## src/rtl/hazard_pkg.sv

```systemverilog
// Shared definitions for the hazard scoreboard: producer-class encodings,
// default latencies and the latency-counter width helper.
package hazard_pkg;

  typedef enum logic [1:0] {
    CLS_ALU    = 2'd0,
    CLS_LOAD   = 2'd1,
    CLS_MULDIV = 2'd2,
    CLS_RSVD   = 2'd3
  } cls_e;

  localparam int DEF_LOAD_LAT = 1;
  localparam int DEF_MD_LAT   = 4;

  // One bit per hazard reason seen by the instruction in ID.
  typedef struct packed {
    logic raw1;
    logic raw2;
    logic waw;
    logic md_struct;
  } hazard_t;

  // Width needed to hold the larger of the two latencies.
  function automatic int cnt_width(input int load_lat, input int md_lat);
    int m;
    m = (load_lat > md_lat) ? load_lat : md_lat;
    return $clog2(m + 1);
  endfunction

endpackage

```

## src/rtl/hazard_scoreboard_unit_cnt.sv

```systemverilog
// Loadable down-counter that stops at zero; busy while nonzero.
// Used once per tracked register and once for the mul/div unit.
module sb_latency_cnt #(
  parameter int CW = 3
) (
  input  logic          clk,
  input  logic          rst,
  input  logic          load,
  input  logic [CW-1:0] load_val,
  output logic          busy
);

  logic [CW-1:0] cnt;

  // NOTE: state registers use non-blocking assignments so every flop samples
  // the pre-edge values, independent of process ordering.
  always_ff @(posedge clk or posedge rst) begin
    if (rst) begin
      cnt <= '0;
    end else if (load) begin
      cnt <= load_val;
    end else if (cnt != '0) begin
      cnt <= cnt - CW'(1);
    end
  end

  assign busy = (cnt != '0);

endmodule

```

## src/rtl/hazard_scoreboard_unit.sv

```systemverilog
// Scoreboard-based hazard unit: tracks pending long-latency writes per
// register, raises ID stall / EX redirect flush and counts both events.
module hazard_scoreboard_unit
  import hazard_pkg::*;
#(
  parameter int NREG     = 32,
  parameter int AW       = $clog2(NREG),
  parameter int LOAD_LAT = DEF_LOAD_LAT,
  parameter int MD_LAT   = DEF_MD_LAT,
  parameter int PCW      = 32
) (
  input  logic            cpu_clk,
  input  logic            cpu_rst,
  input  logic            id_valid,
  input  logic [AW-1:0]   id_rs1,
  input  logic [AW-1:0]   id_rs2,
  input  logic            id_rs1_used,
  input  logic            id_rs2_used,
  input  logic [AW-1:0]   id_rd,
  input  logic            id_we,
  input  logic [1:0]      id_class,
  input  logic            ex_branch_taken,
  input  logic            ex_jump,
  output logic            stall,
  output logic            flush,
  output logic            md_busy,
  output logic [NREG-1:0] busy_vec,
  output logic [PCW-1:0]  stall_cnt,
  output logic [PCW-1:0]  flush_cnt
);

  localparam int            CW       = cnt_width(LOAD_LAT, MD_LAT);
  localparam logic [CW-1:0] LOAD_VAL = CW'(LOAD_LAT);
  localparam logic [CW-1:0] MD_VAL   = CW'(MD_LAT);

  hazard_t       hz;
  logic          cls_load;
  logic          cls_md;
  logic          issue;
  logic          rd_load;
  logic          md_load;
  logic [CW-1:0] rd_val;

  assign cls_load = (id_class == CLS_LOAD);
  assign cls_md   = (id_class == CLS_MULDIV);

  // NOTE: every signal assigned in always_comb gets a default first, so no
  // path through the block can leave it unassigned and infer a latch.
  always_comb begin
    hz           = '0;
    hz.raw1      = id_rs1_used && (id_rs1 != '0) && busy_vec[id_rs1];
    hz.raw2      = id_rs2_used && (id_rs2 != '0) && busy_vec[id_rs2];
    hz.waw       = id_we && (id_rd != '0) && busy_vec[id_rd];
    hz.md_struct = cls_md && md_busy;
  end

  // A redirect outranks any hazard: the ID instruction is squashed anyway.
  assign flush = ex_branch_taken | ex_jump;
  assign stall = id_valid & ~flush & (|hz);
  assign issue = id_valid & ~stall & ~flush;

  // ALU and reserved-class producers are covered by forwarding.
  assign rd_load = issue & id_we & (id_rd != '0) & (cls_load | cls_md);
  assign md_load = issue & cls_md;
  assign rd_val  = cls_md ? MD_VAL : LOAD_VAL;

  assign busy_vec[0] = 1'b0;

  for (genvar i = 1; i < NREG; i++) begin : g_reg
    sb_latency_cnt #(
      .CW(CW)
    ) u_cnt (
      .clk     (cpu_clk),
      .rst     (cpu_rst),
      .load    (rd_load && (id_rd == AW'(i))),
      .load_val(rd_val),
      .busy    (busy_vec[i])
    );
  end

  sb_latency_cnt #(
    .CW(CW)
  ) u_md_cnt (
    .clk     (cpu_clk),
    .rst     (cpu_rst),
    .load    (md_load),
    .load_val(MD_VAL),
    .busy    (md_busy)
  );

  // Performance counters hold at all-ones instead of wrapping.
  always_ff @(posedge cpu_clk or posedge cpu_rst) begin
    if (cpu_rst) begin
      stall_cnt <= '0;
    end else if (stall && (stall_cnt != '1)) begin
      stall_cnt <= stall_cnt + PCW'(1);
    end
  end

  always_ff @(posedge cpu_clk or posedge cpu_rst) begin
    if (cpu_rst) begin
      flush_cnt <= '0;
    end else if (flush && (flush_cnt != '1)) begin
      flush_cnt <= flush_cnt + PCW'(1);
    end
  end

endmodule

```

## config.mk

```make
export PLATFORM = sky130hd
export DESIGN_NAME = hazard_scoreboard_unit
export DESIGN_NICKNAME = d
export VERILOG_FILES = /design/src/rtl/hazard_pkg.sv /design/src/rtl/hazard_scoreboard_unit_cnt.sv /design/src/rtl/hazard_scoreboard_unit.sv
export SDC_FILE = /design/constraint.sdc
export NUM_CORES = 1
export LEC_CHECK = 0
export ABC_AREA = 1
export CAP_MARGIN = 20
export CORE_ASPECT_RATIO = 0.7
export CORE_MARGIN = 2
export CORE_UTILIZATION = 52
export DETAILED_ROUTE_END_ITERATION = 8
export PLACE_DENSITY = 0.8
export SLEW_MARGIN = 40
export SYNTH_ARGS = -nofsm -noshare
export SYNTH_HDL_FRONTEND = slang
export SYNTH_SLANG_ARGS = --single-unit
export TNS_END_PERCENT = 50
```

## constraint.sdc

```tcl
create_clock -name cpu_clk -period 4.9 [get_ports cpu_clk]
set_clock_uncertainty 0.15 [all_clocks]
set_input_delay 0.49 -clock cpu_clk [delete_from_list [all_inputs] [get_ports cpu_clk]]
set_output_delay 0.49 -clock cpu_clk [all_outputs]
set_load 0.005 [all_outputs]
```

* Yosys cells after proc, flatten, opt, wreduce, memory -nomap -nowiden
Index checks and enable logic that the tools add are counted.
** Word-level totals
- Flip-flop bits (word level) :: 160
- Output and inout bits :: 99
- Word-level logic and storage cells :: 297
** Operators by class
- $add $sub $neg :: 34
- $lt $le $gt $ge :: 3
- Eq/ne operators :: 35
- Muxes and demuxes :: 71
- Bitwise gates (word level) :: 12
- Reduce and logical (&&, ||, !) cells :: 108
** Operators with widths (number)
- $mux 3 :: 65
- $reduce_bool 3->1 :: 32
- $sub 3x1->3 const B :: 32
- $eq 5x5->1 const B :: 16
- $add 32x1->32 const B :: 2
- $ne 32x32->1 const B :: 2
- $reduce_bool 2->1 :: 32
- $eq 5x4->1 const B :: 8
- $logic_and 1x1->1 :: 40
- $eq 5x3->1 const B :: 4
- $lt 5x6->1 const B :: 3
- $bmux 1 s5 :: 3
- $reduce_bool 5->1 :: 3
- $eq 5x2->1 const B :: 2
- $and 1x1->1 :: 8
- $eq 5x1->1 const B :: 1
- $reduce_or 4->1 :: 1
- $mux 1 :: 3
- $eq 2x1->1 const B :: 1
- $eq 2x2->1 const B :: 1
- $not 1->1 :: 2
- $or 1x1->1 :: 2

* Longest topological paths before layout
- Depth in word-level cells :: 14
- Mapped depth :: 19
- Depth with buffers taken out :: 18

* Modules after synthesis
A second synthesis with hierarchy kept.
** Second synthesis, totals
- Cells, all modules :: 1802
- Area, all modules :: 11918.9 um2
** By module, submodules not included
- sb_latency_cnt :: instances 32, cells an instance 30, area each 203.9 um2, seq. area each 75.1 um2
- hazard_scoreboard_unit :: instances 1, cells an instance 842, area each 5392.7 um2, seq. area each 1601.5 um2

* Worst setup path before layout
OpenSTA, ideal clock, no wires.
- Kind :: input to output
- Start point :: input id_rs1[0]
- End point :: output stall
- Data arrival time :: 1.933 ns
- Required time :: 4.260 ns
- Setup slack :: 2.327 ns
- Stages :: 14
- Buffers on the path :: 3
- Cells stage by stage :: buf_2 -> inv_2 -> buf_6 -> nand2_1 -> nand3_1 -> nand3_1 -> nand3_1 -> nand2_1 -> nand2_1 -> nand3_1 -> nand2_1 -> nor2_8 -> nor3_4 -> buf_6
** Between the ends
- Longest elaborated chain between the ends :: 5
- Elaborated cells between the ends (all ways) :: 7
- Classes of those cells :: 2 x mux; 1 x bitwise; 4 x reduce/logical
** Ends and longest elaborated chain
- from (decl) :: RTL line hazard_scoreboard_unit.sv:15 : input logic [AW-1:0] id_rs1,
- $bmux 1 s5 or $reduce_bool 5->1 (tied branches) :: RTL line hazard_scoreboard_unit.sv:51 : hz.raw1 = id_rs1_used && (id_rs1 != '0) && busy_vec[id_rs1];
- $mux 1 (implied by the code) or $logic_and 1x1->1 (tied branches) :: RTL line hazard_scoreboard_unit.sv:51
- $logic_and 1x1->1 (*) :: RTL line hazard_scoreboard_unit.sv:51
- $reduce_or 4->1 (*) :: RTL line hazard_scoreboard_unit.sv:59 : assign stall = id_valid & ~flush & (|hz);
- $and 1x1->1 (*) :: RTL line hazard_scoreboard_unit.sv:59
- to (decl) :: RTL line hazard_scoreboard_unit.sv:24 : output logic stall,
Mark *: on every way between the ends. The rest lies on a longest branch, timed or not. The select of a mux whose other input is x is not followed.

* Worst setup path in the final report
- Start point :: input id_rs1[1]
- End point :: output stall
Same word-level chain as after synthesis.

==> results.py <==
metrics = {
    "worst_setup_path": {
        "crit_chain": "clkdlybuf4s50_1 > clkinv_1 > nand3_1 > nand3_1 > nand3_1 > nand2_1 > nand2_1 > nand3_1 > nand2_1 > nor2_8 > nor3_4 > buf_8 > clkdlybuf4s50_1",
        "crit_path_frequent_cell": "nand3_1",
        "crit_family": "buffers and inverters",
        "crit_required_ps": 4260,
        "cp-start-kind": "input port",
        "crit_arrival_ps": 3620,
        "path_buf_inv": 4,
        "critical_path_class": "input port to output port",
        "worstPathMaxFanout": 15,
        "crit_slowest_cell": "clkdlybuf4s50_1",
        "cp-end-kind": "output port",
        "slowest_delay_ps": 700,
    },
    "routing": {
        "totalWireLength_um": 29200,
        "drc": 0,
        "viasPerCell": 5.24,
        "drtIter0Drc": 995,
        "drtAntennaViolNets": 0,
        "wire_per_inst_um": 15.0,
        "firstDrtPassIters": 6,
        "vias": 10200,
    },
    "synth": {
        "netlist-cell-type-count": 35,
        "avgSynthCellArea_sq_um": 7.31,
        "synthTopCellsByCount": "nand2_1, inv_1, nor2_1",
        "yosysTopAreaCell": "dfrtp_1",
        "syn-cell-area_sq_um": 11400,
        "netlist_instances": 1564,
        "ys_seq_area_share_pct": 35.0,
        "ys_seq_elements": 160,
        "yosysWarnings": 0,
        "post-synth-top-count-cell": "nand2_1",
        "synth_flop_cell": "dfrtp_1",
        "synthArstFlopShare_pct": 100,
        "synth_enable_flop_cells": 0,
        "synth_nets": 1656,
        "netlist_top_cells_area": "dfrtp_1, nand2_1, inv_1",
        "synth_top_area_share_pct": 35.0,
    },
    "floorplan": {
        "die_area_sq_um": 23200,
        "rows": 45,
        "initial_core_util_pct": 52.9,
        "die_w_um": 181,
        "die_y_um": 128,
        "io_pins": 124,
        "coreArea_sq_um": 21600,
    },
    "final_layout": {
        "synthToLayoutAreaGrowth_pct": 16.2,
        "fin_cells": 1943,
        "antenna_cells": 0,
        "fin_util_pct": 61.5,
        "nFillCells": 1973,
        "nets": 1741,
        "drive_gt1_share_pct": 5.72,
    },
    "place": {
        "port_buffers": 122,
        "dp.cells": 1912,
        "globalplace.congestion": 0.922,
        "hpwlAfterDp_um": 21300,
    },
    "cts": {
        "clk_pin_slew_ps": 70,
        "ctsResizeCount": 0,
        "clk_path_buf_depth": 2,
        "cts_buffers": 17,
        "cts_tree": "yes",
        "clkSinkCount": 160,
        "postCtsSetupRepairBufs": 0,
        "cts_root_buf": "clkbuf_16",
        "cts_htree_levels": 4,
        "clkLatencyLatePin_ps": 430,
        "cts_hold_buf": 0,
    },
    "grt": {
        "grt_max_degree": 85,
        "grt_pass1_wl_um": 47900,
        "grt_util_all_layers_pct": 25.7,
        "antenna_found_initial": 0,
        "grt_overflow": 0,
        "grt_pass1_vias": 9466,
    },
    "pwr": {
        "p_leak_uw": 0.00712,
        "pwr_density_cell_nw_per_um2": 500,
        "peakVddDrop_mv": 0.274,
    },
    "sta": {
        "setup_viol": 0,
        "min_period_over_period_pct": 86.9,
        "slew_viol_final": 0,
        "max_freq_ghz": 0.235,
        "slew_headroom_pct": 53.8,
        "grt_setup_unrepaired": "no",
        "hold-worst-slack_ps": 355,
        "min_period_ps": 4260,
        "finalSetupTns_ps": 0,
        "hold_viol_final": 0,
        "tightest_slew_ps": 691,
    },
    "outcome": {
        "status": "finished, final reports clean",
    },
    "worst_hold_path": {
        "hp-class": "input port to asynchronous set/reset pin",
    },
    "flow_run": {
        "max_cap_violations": 0,
    },
}
## state kept, by name (all words and copies together), names as in the netlist
register      flops
u_md_cnt.cnt      3
flush_cnt        32
stall_cnt        32
g.u_cnt.cnt      93
## layer usage
layer | up-vias | share of wire [%] | global-route usage (%)
li1 | 5026 | - | -
met1 | 4740 | 48 | 37.9
met2 | 380 | 41 | 38.2
met3 | 39 | 9.0 | 5.63
met4 | 0 | 1.6 | 6.79
met5 | - | 0 | 0
## cells by family (layout without fill, tap and decap cells)
kind of cell / after synthesis / count (layout) / synth area share [%]
fa+ha+maj: 67 / 67 / 7.33
simple gates: 804 / 804 / 32.1
compound gates: 113 / 113 / 5.19
other cells: 1 / 1 / 0.0328
flops: 160 / 160 / 35.0
buf+inv: 311 / 408 / 12.1
xor+xnor: 108 / 108 / 8.27
## layout make-up
type | count | area [sq um] | share of cell area, %
Sequential cell | 160 | 4000 | 30.1
Inverter | 241 | 908 | 6.84
Multi-Input combinational cell | 1093 | 6060 | 45.6
Tap cell | 282 | 353 | 2.66
Timing Repair Buffer | 136 | 1390 | 10.4
Clock inverter | 12 | 123 | 0.923
Clock buffer | 19 | 453 | 3.41
## where the power goes
group	internal (uW)	total, uW	switching, uW	leakage [uW]
clock network	738	1330	594	0.000284
registers	1820	2120	298	0.00200
logic	1330	3200	1870	0.00484
## layout by cell type (no fill, tap or decap), types with 4 or more instances in the layout
| master | count |
|---|---|
| nand2_1 | 403 |
| inv_1 | 231 |
| nor2_1 | 192 |
| dfrtp_1 | 160 |
| clkdlybuf4s50_1 | 122 |
| nand3_1 | 100 |
| xor2_1 | 89 |
| ha_1 | 67 |
| o21ai_0 | 50 |
| nand4_1 | 28 |
| a21oi_1 | 28 |
| nor3_1 | 25 |
| o21ai_1 | 24 |
| nand4_2 | 20 |
| xnor2_1 | 19 |
| clkbuf_16 | 17 |
| nor4_1 | 13 |
| a21o_1 | 10 |
| buf_4 | 10 |
| nand4_4 | 7 |
| inv_2 | 6 |
| nor2_4 | 5 |
| inv_6 | 4 |
## tightest hold or removal path, cell delays in order
cell	delay (ps)
clkdlybuf4s50_1	440
clkinvlp_4	90
buf_12	340
## metrics by stage
step	total power, uW	setup WS (ps)	instance area [sq um]
final	6650	640	13300
after CTS	6660	738	13300
after floorplan	4480	2230	11400
after global placement	5120	517	12600
after detailed placement	5290	750	12700
after global routing	7300	398	13300
## final timing paths
check                                 startpoint                      to  slack (ps)  cells after the start
setup / recovery                       id_rs1[1]                   stall         640                     13
hold / removal                           cpu_rst            flush_cnt[1]         360                      3
setup reg to reg           g_reg[1].u_cnt.cnt[0]           stall_cnt[16]        1510                     15
hold reg to reg                    flush_cnt[20]           flush_cnt[20]         370                      1
max in group asynchronous                cpu_rst  g_reg[22].u_cnt.cnt[1]        3490                      4
min in group cpu_clk               flush_cnt[20]           flush_cnt[20]         370                      1
No activity file was read; power rests on OpenSTA's default activity.
